`src/rtl/uart_pkg.sv`:
```
// Shared UART definitions used by the transmitter and the future receiver.
// Optional parity support is compiled in with the UART_TX_PARITY_EN macro.
package uart_pkg;

  // Level of the serial line when no frame is in flight (also the stop bit)
  localparam logic IDLE_LEVEL = 1'b1;

  // Default bit period in clock cycles (100 MHz / 115200 baud)
  localparam int CLKS_PER_BAUD_DEFAULT = 868;

  // Transmitter frame sequencer states
  typedef enum logic [2:0] {
    IDLE,
    START,
    DATA,
`ifdef UART_TX_PARITY_EN
    PARITY,
`endif
    STOP
  } tx_state_t;

endpackage

```
`src/rtl/baud_tick.sv`:
```
// Restartable bit-period counter. It counts 0..N-1 and wraps; o_tick is high
// on the wrap cycle. i_clr restarts the period from 0 and suppresses the tick
// so a new frame always gets a full first bit period.
module baud_tick #(
  parameter int N = 868
) (
  input  logic clk,
  input  logic i_rst,
  input  logic i_clr,
  output logic o_tick
);

  localparam int CW = (N > 1) ? $clog2(N) : 1;
  localparam logic [CW-1:0] LAST = CW'(N - 1);

  logic [CW-1:0] r_cnt;

  // Period counter: restart on clear, wrap at the last count
  always_ff @(posedge clk or posedge i_rst) begin
    if (i_rst) begin
      r_cnt <= '0;
    end else if (i_clr || (r_cnt == LAST)) begin
      r_cnt <= '0;
    end else begin
      r_cnt <= r_cnt + 1'b1;
    end
  end

  assign o_tick = (r_cnt == LAST) && !i_clr;

endmodule

```
`src/rtl/fifo_uart_tx.sv`:
```
// UART transmitter draining a show-ahead FIFO: pops one word whenever the
// line is idle and the FIFO is non-empty, then sends start, W data bits
// LSB first, optional even parity bit and a stop bit.
// Define UART_TX_PARITY_EN to insert the parity bit after the data bits.
module fifo_uart_tx
  import uart_pkg::*;
#(
  parameter int W             = 8,
  parameter int CLKS_PER_BAUD = CLKS_PER_BAUD_DEFAULT
) (
  input  logic         clk,
  input  logic         i_rst,
  input  logic         i_empty,
  input  logic [W-1:0] i_data,
  output logic         o_rd,
  output logic         o_tx,
  output logic         o_busy,
  output logic         o_done
);

  localparam int BW = $clog2(W);
  localparam logic [BW-1:0] LAST_BIT = BW'(W - 1);

  tx_state_t    r_state;
  logic [W-1:0] r_shift;
  logic [BW-1:0] r_bit;
  logic         r_tx;
  logic         r_busy;
  logic         w_pop;
  logic         w_tick;
`ifdef UART_TX_PARITY_EN
  logic         r_par;
`endif

  // Pop is only possible from IDLE, so the FIFO is never read mid-frame
  assign w_pop = (r_state == IDLE) && !i_empty;

  baud_tick #(
    .N(CLKS_PER_BAUD)
  ) u_baud (
    .clk   (clk),
    .i_rst (i_rst),
    .i_clr (w_pop),
    .o_tick(w_tick)
  );

  // Frame sequencer; o_tx is loaded one edge ahead so it changes with the state
  always_ff @(posedge clk or posedge i_rst) begin
    if (i_rst) begin
      r_state <= IDLE;
      r_shift <= '0;
      r_bit   <= '0;
      r_tx    <= IDLE_LEVEL;
      r_busy  <= 1'b0;
`ifdef UART_TX_PARITY_EN
      r_par   <= 1'b0;
`endif
    end else begin
      case (r_state)
        IDLE: begin
          r_tx <= IDLE_LEVEL;
          if (w_pop) begin
            r_shift <= i_data;
            r_bit   <= '0;
            r_tx    <= ~IDLE_LEVEL;
            r_busy  <= 1'b1;
            r_state <= START;
`ifdef UART_TX_PARITY_EN
            r_par   <= ^i_data;
`endif
          end
        end
        START: begin
          if (w_tick) begin
            r_tx    <= r_shift[0];
            r_state <= DATA;
          end
        end
        DATA: begin
          if (w_tick) begin
            r_shift <= r_shift >> 1;
            r_bit   <= r_bit + 1'b1;
            if (r_bit == LAST_BIT) begin
`ifdef UART_TX_PARITY_EN
              r_tx    <= r_par;
              r_state <= PARITY;
`else
              r_tx    <= IDLE_LEVEL;
              r_state <= STOP;
`endif
            end else begin
              r_tx <= r_shift[1];
            end
          end
        end
`ifdef UART_TX_PARITY_EN
        PARITY: begin
          if (w_tick) begin
            r_tx    <= IDLE_LEVEL;
            r_state <= STOP;
          end
        end
`endif
        STOP: begin
          if (w_tick) begin
            r_busy  <= 1'b0;
            r_state <= IDLE;
          end
        end
        default: begin
          r_tx    <= IDLE_LEVEL;
          r_busy  <= 1'b0;
          r_state <= IDLE;
        end
      endcase
    end
  end

  assign o_rd   = w_pop;
  assign o_tx   = r_tx;
  assign o_busy = r_busy;
  assign o_done = (r_state == STOP) && w_tick;

endmodule

```
`config.mk`:
```
export PLATFORM = sky130hd
export DESIGN_NAME = fifo_uart_tx
export DESIGN_NICKNAME = d
export VERILOG_FILES = /design/src/rtl/uart_pkg.sv /design/src/rtl/baud_tick.sv /design/src/rtl/fifo_uart_tx.sv
export SDC_FILE = /design/constraint.sdc
export NUM_CORES = 1
export LEC_CHECK = 0
export BUFFER_PORTS_ARGS = -buffer_cell sky130_fd_sc_hd__buf_2
export CORE_ASPECT_RATIO = 1.5
export CORE_MARGIN = 10
export CORE_UTILIZATION = 47
export CTS_BUF_LIST = sky130_fd_sc_hd__clkbuf_2 sky130_fd_sc_hd__clkbuf_4 sky130_fd_sc_hd__clkbuf_8
export CTS_CLUSTER_SIZE = 25
export DETAILED_ROUTE_END_ITERATION = 16
export PLACE_DENSITY = 0.66
export SETUP_SLACK_MARGIN = 0.4
export SLEW_MARGIN = 20
export SYNTH_ARGS = -nofsm -noshare
export SYNTH_HDL_FRONTEND = slang
export SYNTH_SLANG_ARGS = --single-unit
export TNS_END_PERCENT = 30
```
`constraint.sdc`:
```
create_clock -name clk -period 2.9 [get_ports clk]
set_input_delay 0.145 -clock clk [delete_from_list [all_inputs] [get_ports clk]]
set_output_delay 0.145 -clock clk [all_outputs]
set_load 0.05 [all_outputs]
```
==> run_results.csv, run 1 <==
group,metric,value,unit
floorplanning,die_x,63.62,um
timing,tns,0,ns
clocking,cts.sinks,25,
detailed_routing,drc,0,
floorplanning,dieArea,0.005435,mm^2
detailed_routing,vias_per_cell,5.320,
outcome,outcome,"completed",
global_routing,grt-ovfl-total,0,
job,cap_violations,0,
clocking,cts.clk_slew.worst_paths,0.09,ns
global_routing,grt_pass1_wl,4443,um
synth,synth_common_cells,"dfrtp_1 (24), mux2_2 (14), nor2_1 (10)",
critical_path,critPathSlowestCell,"or4_1",
global_routing,use_met1,10.62,%
timing,layout_setup_ws,0.5992,ns
global_routing,antenna_found_initial,0,
critical_path,worstPathCellList,"ha_1 > or3b_1 > or4_1 > o31ai_4 > mux2_1",
global_routing,grt_util_met2,18.07,%
critical_path,cp_data_required_time,3.06,ns
finish,drive_gt1_share,28.89,%
floorplanning,row_count,23,
synth,synth_warnings,0,
timing,hold_viol_final,0,
floorplanning,start_util,49.58,%
finish,area_growth,12.69,%
synth,synth_enable_flop_cells,0,
clocking,clkLatencyLatePin,0.27,ns
timing,fin_worst_skew,0.002757,ns
finish,fin_nets,155,
clocking,clock-root-buffer,"clkbuf_8",
detailed_routing,drt-total-wl,2527,um
synth,netlist_area,0.001341,mm^2
synth,syn_avg_cell_area,11.27,um^2
synth,post-synth-top-count-cell,"dfrtp_1",
detailed_routing,detail-route-antenna-nets,0,
timing,final-max-slew-violation-count,0,
global_routing,grt_use_met3,2.105,%
global_routing,grt_pass1_vias,1016,
clocking,numCtsBuffers,3,
synth,synth_flop_cell,"dfrtp_1",
placed_design,io_buffers,14,
clocking,post_cts_buffers,0,
critical_path,path_max_fanout,7,
global_routing,grt_start_max_net_pins,26,
placed_design,preCtsSetupSlack,0.4270,ns
synth,synth_cell_types,33,
power,switchingPower,0.5430,mW
timing,fin_crit,2.301,ns
placed_design,finalWeightedCongestion,0.7705,
floorplanning,coreArea,0.002705,mm^2
timing,tightest_slew,0.9422,ns
clocking,cts.repair.resized,0,
finish,fin_cells,172,
timing,setup_viol_count_final,0,
critical_path,critical_path_class,"register to register",
power,p_seq_share,40.8,%
power,switching_share,38.11,%
global_routing,busiest_layer,"met2",
critical_path,startpoint_type,"register",
power,combPwrFrac,44.5,%
clocking,cts_hold_buf,0,
synth,ys_async_sr_fraction,100.0,%
synth,synthTopCellsByArea,"dfrtp_1 (45%), mux2_2 (12%), ha_1 (7.5%)",
critical_path,cp.arrival,2.46,ns
power,p_per_area,942.8,mW/mm^2
timing,maxSlewHeadroom,37.12,%
power,power.internal,0.8820,mW
detailed_routing,vias,915,
synth,synthCells,119,
finish,antenna_cells,0,
global_routing,grt_util_all_layers,9.987,%
critical_path,endpoint_kind,"register",
min_path,hp-class,"input pin to async pin",
floorplanning,pin_count,15,
detailed_routing,wl_per_cell,14.69,um
synth,yosysTopAreaCell,"dfrtp_1",
power,p_clk_share,14.7,%
clocking,clockBufferDepth,2,
clocking,cts_tree,"yes",
placed_design,dp.final_hpwl,1900,um
detailed_routing,first_pass_iters,3,
power,leakage,0.7506,nW
critical_path,slowest_delay,0.59,ns
clocking,htree_num_levels,1,
synth,ys_seq_area_share,46.74,%
timing,rsz0062_at_grt,"false",
power,ir_drop,0.4834,mV
floorplanning,die_h,85.43,um
detailed_routing,drt_iter0_markers,27,
timing,fmaxAchievable,434.6,MHz
placed_design,dp.cells,168,
synth,synth_fp_nets,138,
synth,ys_ff_latch,25,
synth,netlist.area_leader.share,44.78,%
timing,fin_crit_sh,79.34,%
cells by family after synthesis:
family / Yosys count / synth area share (%)
adders and majority gates: 8 / 7.463
DFF: 25 / 46.74
and+or+nand+nor: 35 / 13.90
muxes: 18 / 14.93
xor gates and xnor gates: 8 / 5.224
buffers and inverters: 13 / 3.825
AOI/OAI and AO/OA: 12 / 7.928
routing by layer:
layer,vias to the layer above,wire [um]
met4,0,49
li1,452,-
met3,5,48
met1,446,1115
met5,-,0
met2,12,1314
flip-flops by register name (all words and copies together), names as in the netlist:
signal / cells
u_baud.r_cnt: 10
r_shift: 8
r_bit: 3
r_state: 2
o_busy: 1
o_tx: 1
power by group through the flow:
stage,sequential [mW],combinational (mW),clock [mW]
CTS,0.581,0.640,0.217
global placement,0.579,0.617,0
floorplan,0.600,0.480,0
global route,0.602,0.718,0.227
finish,0.582,0.634,0.209
detailed placement,0.590,0.636,0
layout by cell type, fill, tap and decap left out, types with 4 or more instances in the layout:
cell type | netlist | final
dfrtp_1 | 24 | 24
mux2_2 | 14 | 14
buf_2 | 2 | 14
nor2_1 | 10 | 10
inv_1 | 8 | 8
ha_1 | 8 | 8
xor2_1 | 6 | 6
nand2_1 | 5 | 5
nand3_1 | 4 | 4
and3_1 | 4 | 4
per-stage QoR:
step / cell area, um^2 / total power, mW / hold slack, ns / utilization (%)
5_1_grt: 1511 / 1.548 / 0.1487 / 55.87
6_report: 1511 / 1.425 / 0.07047 / 55.87
3_3_place_gp: 1459 / 1.196 / 0.3903 / 53.93
4_1_cts: 1505 / 1.439 / 0.1084 / 55.64
2_1_floorplan: 1341 / 1.080 / 0.1716 / -
3_5_place_dp: 1459 / 1.226 / 0.4099 / 53.93
cell type report:
cell class,count,area [um^2]
fill,261,1194
tap,37,46.29
inverter,8,30.03
timing repair buffer,17,92.59
multi-input combinational,81,669.4
sequential,25,626.9
clock buffer,3,41.29
clock inverter,1,5.005
worst max-delay path: cells and delay by family, from the launching register on:
family	cells	cell delay [ns]
multiplexers	1	0.34
AO/OA/AOI/OAI	1	0.29
adder cells (fa/ha/maj)	1	0.20
AND/OR/NAND/NOR	2	0.95
flip-flops	1	0.40
path summary, 6_finish.rpt:
path	start	end	slack [ns]	cells after the start
min in group clk	i_data[5]	r_shift[5]	0.23	3
worst max-delay path	u_baud.r_cnt[0]	r_state[1]	0.60	5
worst min register to register	r_shift[7]	r_shift[7]	0.49	1
max in group asynchronous	i_rst	o_busy	2.26	2
worst max register to register	u_baud.r_cnt[0]	r_state[1]	0.60	5
worst min-delay path	i_rst	u_baud.r_cnt[5]	0.07	2
No activity file was read; power rests on OpenSTA's default activity.
==> run 2: changes to the inputs <==
Settings changed: PLACE_DENSITY 0.66 to 0.69.
Clock period 2.9 ns to 1.91 ns, I/O delays scaled along.
==> run_results.csv, run 2 (same netlist as run 1, synthesis figures left out) <==
group,metric,value,unit
finish,mostFrequentLayoutCells,"dfrtp_1 (24), buf_4 (17), mux2_2 (14), buf_2 (12), nor2_1 (10)",
timing,tightest_slew,0.3265,ns
global_routing,antenna_found_initial,0,
global_routing,grt-ovfl-total,0,
power,switching_share,37.35,%
timing,setup_viol_count_final,13,
timing,fin_worst_skew,0.006453,ns
clocking,cts.clk_slew.worst_paths,0.09,ns
global_routing,grt_start_max_net_pins,26,
power,switchingPower,0.9146,mW
clocking,clock-root-buffer,"clkbuf_8",
finish,largest_reg_flops,10,
min_path,hold_end,"r_shift[3]",
critical_path,reg2reg_setup_slack,-0.19,ns
power,combPwrFrac,51.3,%
critical_path,cp.arrival,2.26,ns
timing,hold_viol_final,0,
clocking,numCtsBuffers,3,
timing,fin_crit,2.101,ns
detailed_routing,drt_iter0_markers,13,
placed_design,io_buffers,14,
power,p_total,2.449,mW
power,leakage,0.8354,nW
critical_path,critical_path_class,"register to register",
critical_path,r2r-start,"u_baud.r_cnt[0]",
outcome,violations,"setup timing",
floorplanning,start_util,49.58,%
timing,maxSlewHeadroom,78.23,%
clocking,cts_tree,"yes",
critical_path,critPathLaunch,"u_baud.r_cnt[0]",
floorplanning,pin_count,15,
job,cap_violations,0,
detailed_routing,drt-total-wl,2808,um
min_path,hold_start,"i_data[3]",
timing,fmaxAchievable,476.1,MHz
timing,final-max-slew-violation-count,0,
critical_path,worstPathCellList,"ha_2 > or3b_4 > or4_4 > buf_4 > buf_6 > a211oi_2 > o32ai_1",
clocking,cts.sinks,25,
critical_path,critPathSlowestCell,"or4_4",
floorplanning,coreArea,0.002705,mm^2
detailed_routing,vias,982,
global_routing,grt_util_all_layers,10.71,%
power,p_clk_share,13.2,%
critical_path,crit-reg2reg-capture,"o_busy",
placed_design,finalWeightedCongestion,0.8106,
timing,layout_setup_ws,-0.1906,ns
power,p_per_area,1445,mW/mm^2
floorplanning,die_x,63.62,um
critical_path,startpoint_type,"register",
clocking,htree_num_levels,1,
placed_design,dp.cells,181,
critical_path,cp_data_required_time,2.07,ns
detailed_routing,vias_per_cell,5.223,
finish,largest_register,"u_baud.r_cnt",
power,p_seq_share,35.5,%
finish,layout_commonest_cell,"dfrtp_1",
finish,drive_gt1_share,41.06,%
critical_path,r2r_cells,7,
finish,fin_cells,188,
finish,top_regs,"u_baud.r_cnt (10), r_shift (8), r_bit (3)",
floorplanning,dieArea,0.005435,mm^2
floorplanning,row_count,23,
finish,fin_nets,171,
critical_path,worstPathBufferInverterCount,2,
critical_path,slowest_delay,0.47,ns
detailed_routing,detail-route-antenna-nets,0,
critical_path,path_max_fanout,4,
finish,antenna_cells,0,
detailed_routing,wl_per_cell,14.94,um
clocking,clockBufferDepth,2,
critical_path,endpoint_kind,"register",
floorplanning,die_h,85.43,um
timing,rsz0062_at_grt,"true",
global_routing,grt_pass1_vias,1066,
global_routing,grt_pass1_wl,4809,um
finish,area_growth,26.31,%
min_path,hp-class,"input pin to register",
clocking,clkLatencyLatePin,0.27,ns
detailed_routing,drc,0,
detailed_routing,first_pass_iters,4,
timing,fin_crit_sh,110.0,%
power,power.internal,1.534,mW
outcome,outcome,"finished with violations",
critical_path,path_delay_family,"simple AND/OR/NAND/NOR gates",
placed_design,dp.final_hpwl,2048,um
power,ir_drop,0.9538,mV
min_path,hold_depth,3,
==> run 2: power by group through the flow <==
stage	Combinational (mW)	Sequential [mW]	Clock, mW
after floorplan	0.732	0.911	0
final	1.26	0.871	0.323
after global routing	1.38	0.891	0.348
after global placement	1.09	0.854	0
after CTS	1.18	0.863	0.334
after detailed placement	1.13	0.871	0
==> run 2: through the flow <==
step / setup TNS (ns) / hold slack, ns / cell area (um^2) / worst slack [ns] / utilization [%]
after floorplan: -0.3211 / 0.1221 / 1344 / -0.1931 / -
after global placement: -0.8389 / 0.1551 / 1556 / -0.1583 / 57.54
after detailed placement: -1.368 / 0.1641 / 1556 / -0.2036 / 57.54
after CTS: -0.8796 / 0.1750 / 1648 / -0.1726 / 60.92
after global routing: -2.065 / 0.1803 / 1694 / -0.2289 / 62.63
final: -1.087 / 0.1780 / 1694 / -0.1906 / 62.63
==> run 2: worst min-delay path, stage by stage <==
cell    delay (ns)
buf_2         0.07
mux2_2        0.13
mux2_2        0.13
==> run 2: per-layer routing <==
metal / global-route usage, % / vias to the layer above / wire length (um)
li1: - / 478 / -
met4: 5.389 / 0 / 68
met3: 1.974 / 8 / 63
met1: 12.01 / 480 / 1166
met5: 0 / - / 0
met2: 18.72 / 16 / 1510
==> run 2: layout make-up <==
type                       count  area, um^2
inverter                       8       30.03
clock inverter                 1       7.507
multi-input combinational     81       710.7
timing repair buffer          33       231.5
fill                         236        1011
tap                           37       46.29
clock buffer                   3       41.29
sequential                    25       626.9
==> run 2: what timing repair did <==
item,CTS,global route
hold endpoints to repair,24,0
setup endpoints to repair,25,25
pin swaps,0,1
cloned,0,0
resized for setup,9,7
buffers inserted,0,2
hold buffers,1,0
==> run 2: worst max path at each step <==
stage,depth (start not counted),slack [ns],to
after detailed placement,5,-0.20,r_state[1]
final,7,-0.19,o_busy
after global routing,5,-0.23,r_state[1]
after global placement,5,-0.16,r_state[1]
after CTS,5,-0.17,r_state[1]
after floorplan,6,-0.19,r_state[1]
==> run 3: changes to the inputs <==
Settings changed: CELL_PAD_IN_SITES_DETAIL_PLACEMENT from default to 1, CELL_PAD_IN_SITES_GLOBAL_PLACEMENT from default to 1, CORE_MARGIN 10 to default, CORE_UTILIZATION 47 to 30, PLACE_DENSITY 0.69 to default, PLACE_DENSITY_LB_ADDON from default to 0.1.
==> run_results.csv, run 3 (same netlist as run 1, synthesis figures left out) <==
group,metric,value,unit
outcome,outcome,"finished with violations",
outcome,violations,"setup timing",
clocking,cts.clk_slew.worst_paths,0.10,ns
timing,setup_viol_count_final,17,
critical_path,endpoint_kind,"register",
clocking,cts_tree,"yes",
global_routing,grt_pass1_wl,5250,um
finish,fin_nets,178,
job,cap_violations,0,
floorplanning,row_count,29,
timing,fmaxAchievable,483.9,MHz
detailed_routing,vias_per_cell,4.985,
timing,maxSlewHeadroom,75.68,%
power,p_per_area,1422,mW/mm^2
detailed_routing,first_pass_iters,4,
critical_path,slowest_delay,0.47,ns
critical_path,critical_path_class,"register to register",
clocking,clkLatencyLatePin,0.27,ns
clocking,clock-root-buffer,"clkbuf_8",
timing,fin_crit,2.066,ns
detailed_routing,drt_iter0_markers,11,
floorplanning,die_h,83.90,um
finish,antenna_cells,0,
critical_path,cp_data_required_time,2.07,ns
timing,rsz0062_at_grt,"true",
clocking,numCtsBuffers,3,
finish,multiInputGateArea,734.5,um^2
finish,seqCellArea,628.1,um^2
detailed_routing,drt-total-wl,3052,um
floorplanning,die_x,56.60,um
critical_path,cp.arrival,2.22,ns
finish,area_growth,33.30,%
power,ir_drop,0.6864,mV
critical_path,path_delay_family,"simple AND/OR/NAND/NOR gates",
timing,layout_setup_ws,-0.1564,ns
detailed_routing,wl_per_cell,14.96,um
finish,top_regs,"u_baud.r_cnt (10), r_shift (8), r_bit (3)",
timing,tightest_slew,0.3645,ns
timing,hold_viol_final,0,
finish,nFillCells,471,
clocking,htree_num_levels,1,
min_path,hp-class,"input pin to register",
critical_path,worstPathBufferInverterCount,0,
placed_design,finalWeightedCongestion,0.7188,
finish,mostFrequentLayoutCells,"dfrtp_1 (23), buf_4 (23), mux2_2 (14), buf_2 (12), nor2_1 (10)",
placed_design,io_buffers,14,
power,leakage,0.8880,nW
global_routing,antenna_found_initial,0,
global_routing,grt_util_all_layers,13.95,%
global_routing,grt_start_max_net_pins,17,
clocking,cts.sinks,25,
finish,largest_register,"u_baud.r_cnt",
timing,fin_worst_skew,0.009056,ns
detailed_routing,drc,0,
global_routing,grt-ovfl-total,0,
floorplanning,coreArea,0.004245,mm^2
timing,tns,-0.9639,ns
critical_path,worstPathCellList,"ha_1 > or3b_4 > or4_4 > o31ai_4 > mux2_4",
placed_design,dp.final_hpwl,2269,um
global_routing,grt_pass1_vias,1161,
critical_path,path_max_fanout,4,
floorplanning,dieArea,0.004748,mm^2
finish,drive_gt1_share,45.57,%
detailed_routing,detail-route-antenna-nets,0,
timing,final-max-slew-violation-count,0,
clocking,clockBufferDepth,2,
timing,fin_crit_sh,108.2,%
power,p_total,2.543,mW
floorplanning,pin_count,15,
finish,largest_reg_flops,10,
floorplanning,start_util,31.59,%
critical_path,critPathSlowestCell,"or4_4",
detailed_routing,vias,1017,
critical_path,startpoint_type,"register",
==> run 3: repair_timing <==
action / 4_1_cts / 5_1_grt
cloned: 0 / 1
setup buffers: 1 / 1
pin swaps: 0 / 1
setup endpoints to repair: 25 / 25
hold endpoints to repair: 9 / 0
gates resized for setup: 10 / 10
hold buffers: 1 / 0
==> run 3: final timing paths <==
path | start | end | slack, ns | cells past startpoint
min in group asynchronous | i_rst | u_baud.r_cnt[9] | 0.32 | 3
max in group asynchronous | i_rst | o_tx | 0.96 | 4
max reg2reg | u_baud.r_cnt[1] | r_state[1] | -0.16 | 5
max | u_baud.r_cnt[1] | r_state[1] | -0.16 | 5
min | i_data[4] | r_shift[4] | 0.17 | 3
min reg2reg | r_shift[7] | r_shift[7] | 0.50 | 1
==> run 3: layer usage <==
layer	GRT usage [%]	share of wire, %	wire length (um)	vias up
met5	0	0	0	-
met1	16.59	41	1239	513
li1	-	-	-	494
met4	5.322	0.75	23	0
met2	25.13	57	1747	8
met3	1.395	1.4	42	2
==> run 3: through the flow <==
step | hold slack (ns) | utilization (%) | cell area [um^2] | worst slack (ns) | cells
2_1_floorplan | 0.1221 | - | 1344 | -0.1931 | 119
3_3_place_gp | 0.07515 | 37.99 | 1613 | -0.1749 | 196
3_5_place_dp | 0.08736 | 37.99 | 1613 | -0.2360 | 196
4_1_cts | 0.1685 | 40.58 | 1723 | -0.1719 | 202
5_1_grt | 0.1800 | 42.12 | 1788 | -0.2197 | 204
6_report | 0.1734 | 42.12 | 1788 | -0.1564 | 204
==> run 3: worst reg2reg max path, stage by stage (launching register included) <==
cell	delay, ns
dfrtp_1	0.37
ha_1	0.17
or3b_4	0.39
or4_4	0.47
o31ai_4	0.24
mux2_4	0.32
==> run 3: layout make-up <==
class | instances | share of cell area (%)
Clock buffer | 3 | 2.309
Clock inverter | 1 | 0.4899
Inverter | 8 | 1.680
Multi-Input combinational cell | 81 | 41.08
Sequential cell | 25 | 35.13
Tap cell | 46 | 3.219
Timing Repair Buffer | 40 | 16.10
==> run 3: power by group <==
group / internal, mW / total [mW] / leakage [nW] / switching (mW)
logic: 0.709 / 1.34 / 0.546 / 0.635
clock network: 0.153 / 0.339 / 0.0261 / 0.186
registers: 0.738 / 0.860 / 0.316 / 0.123
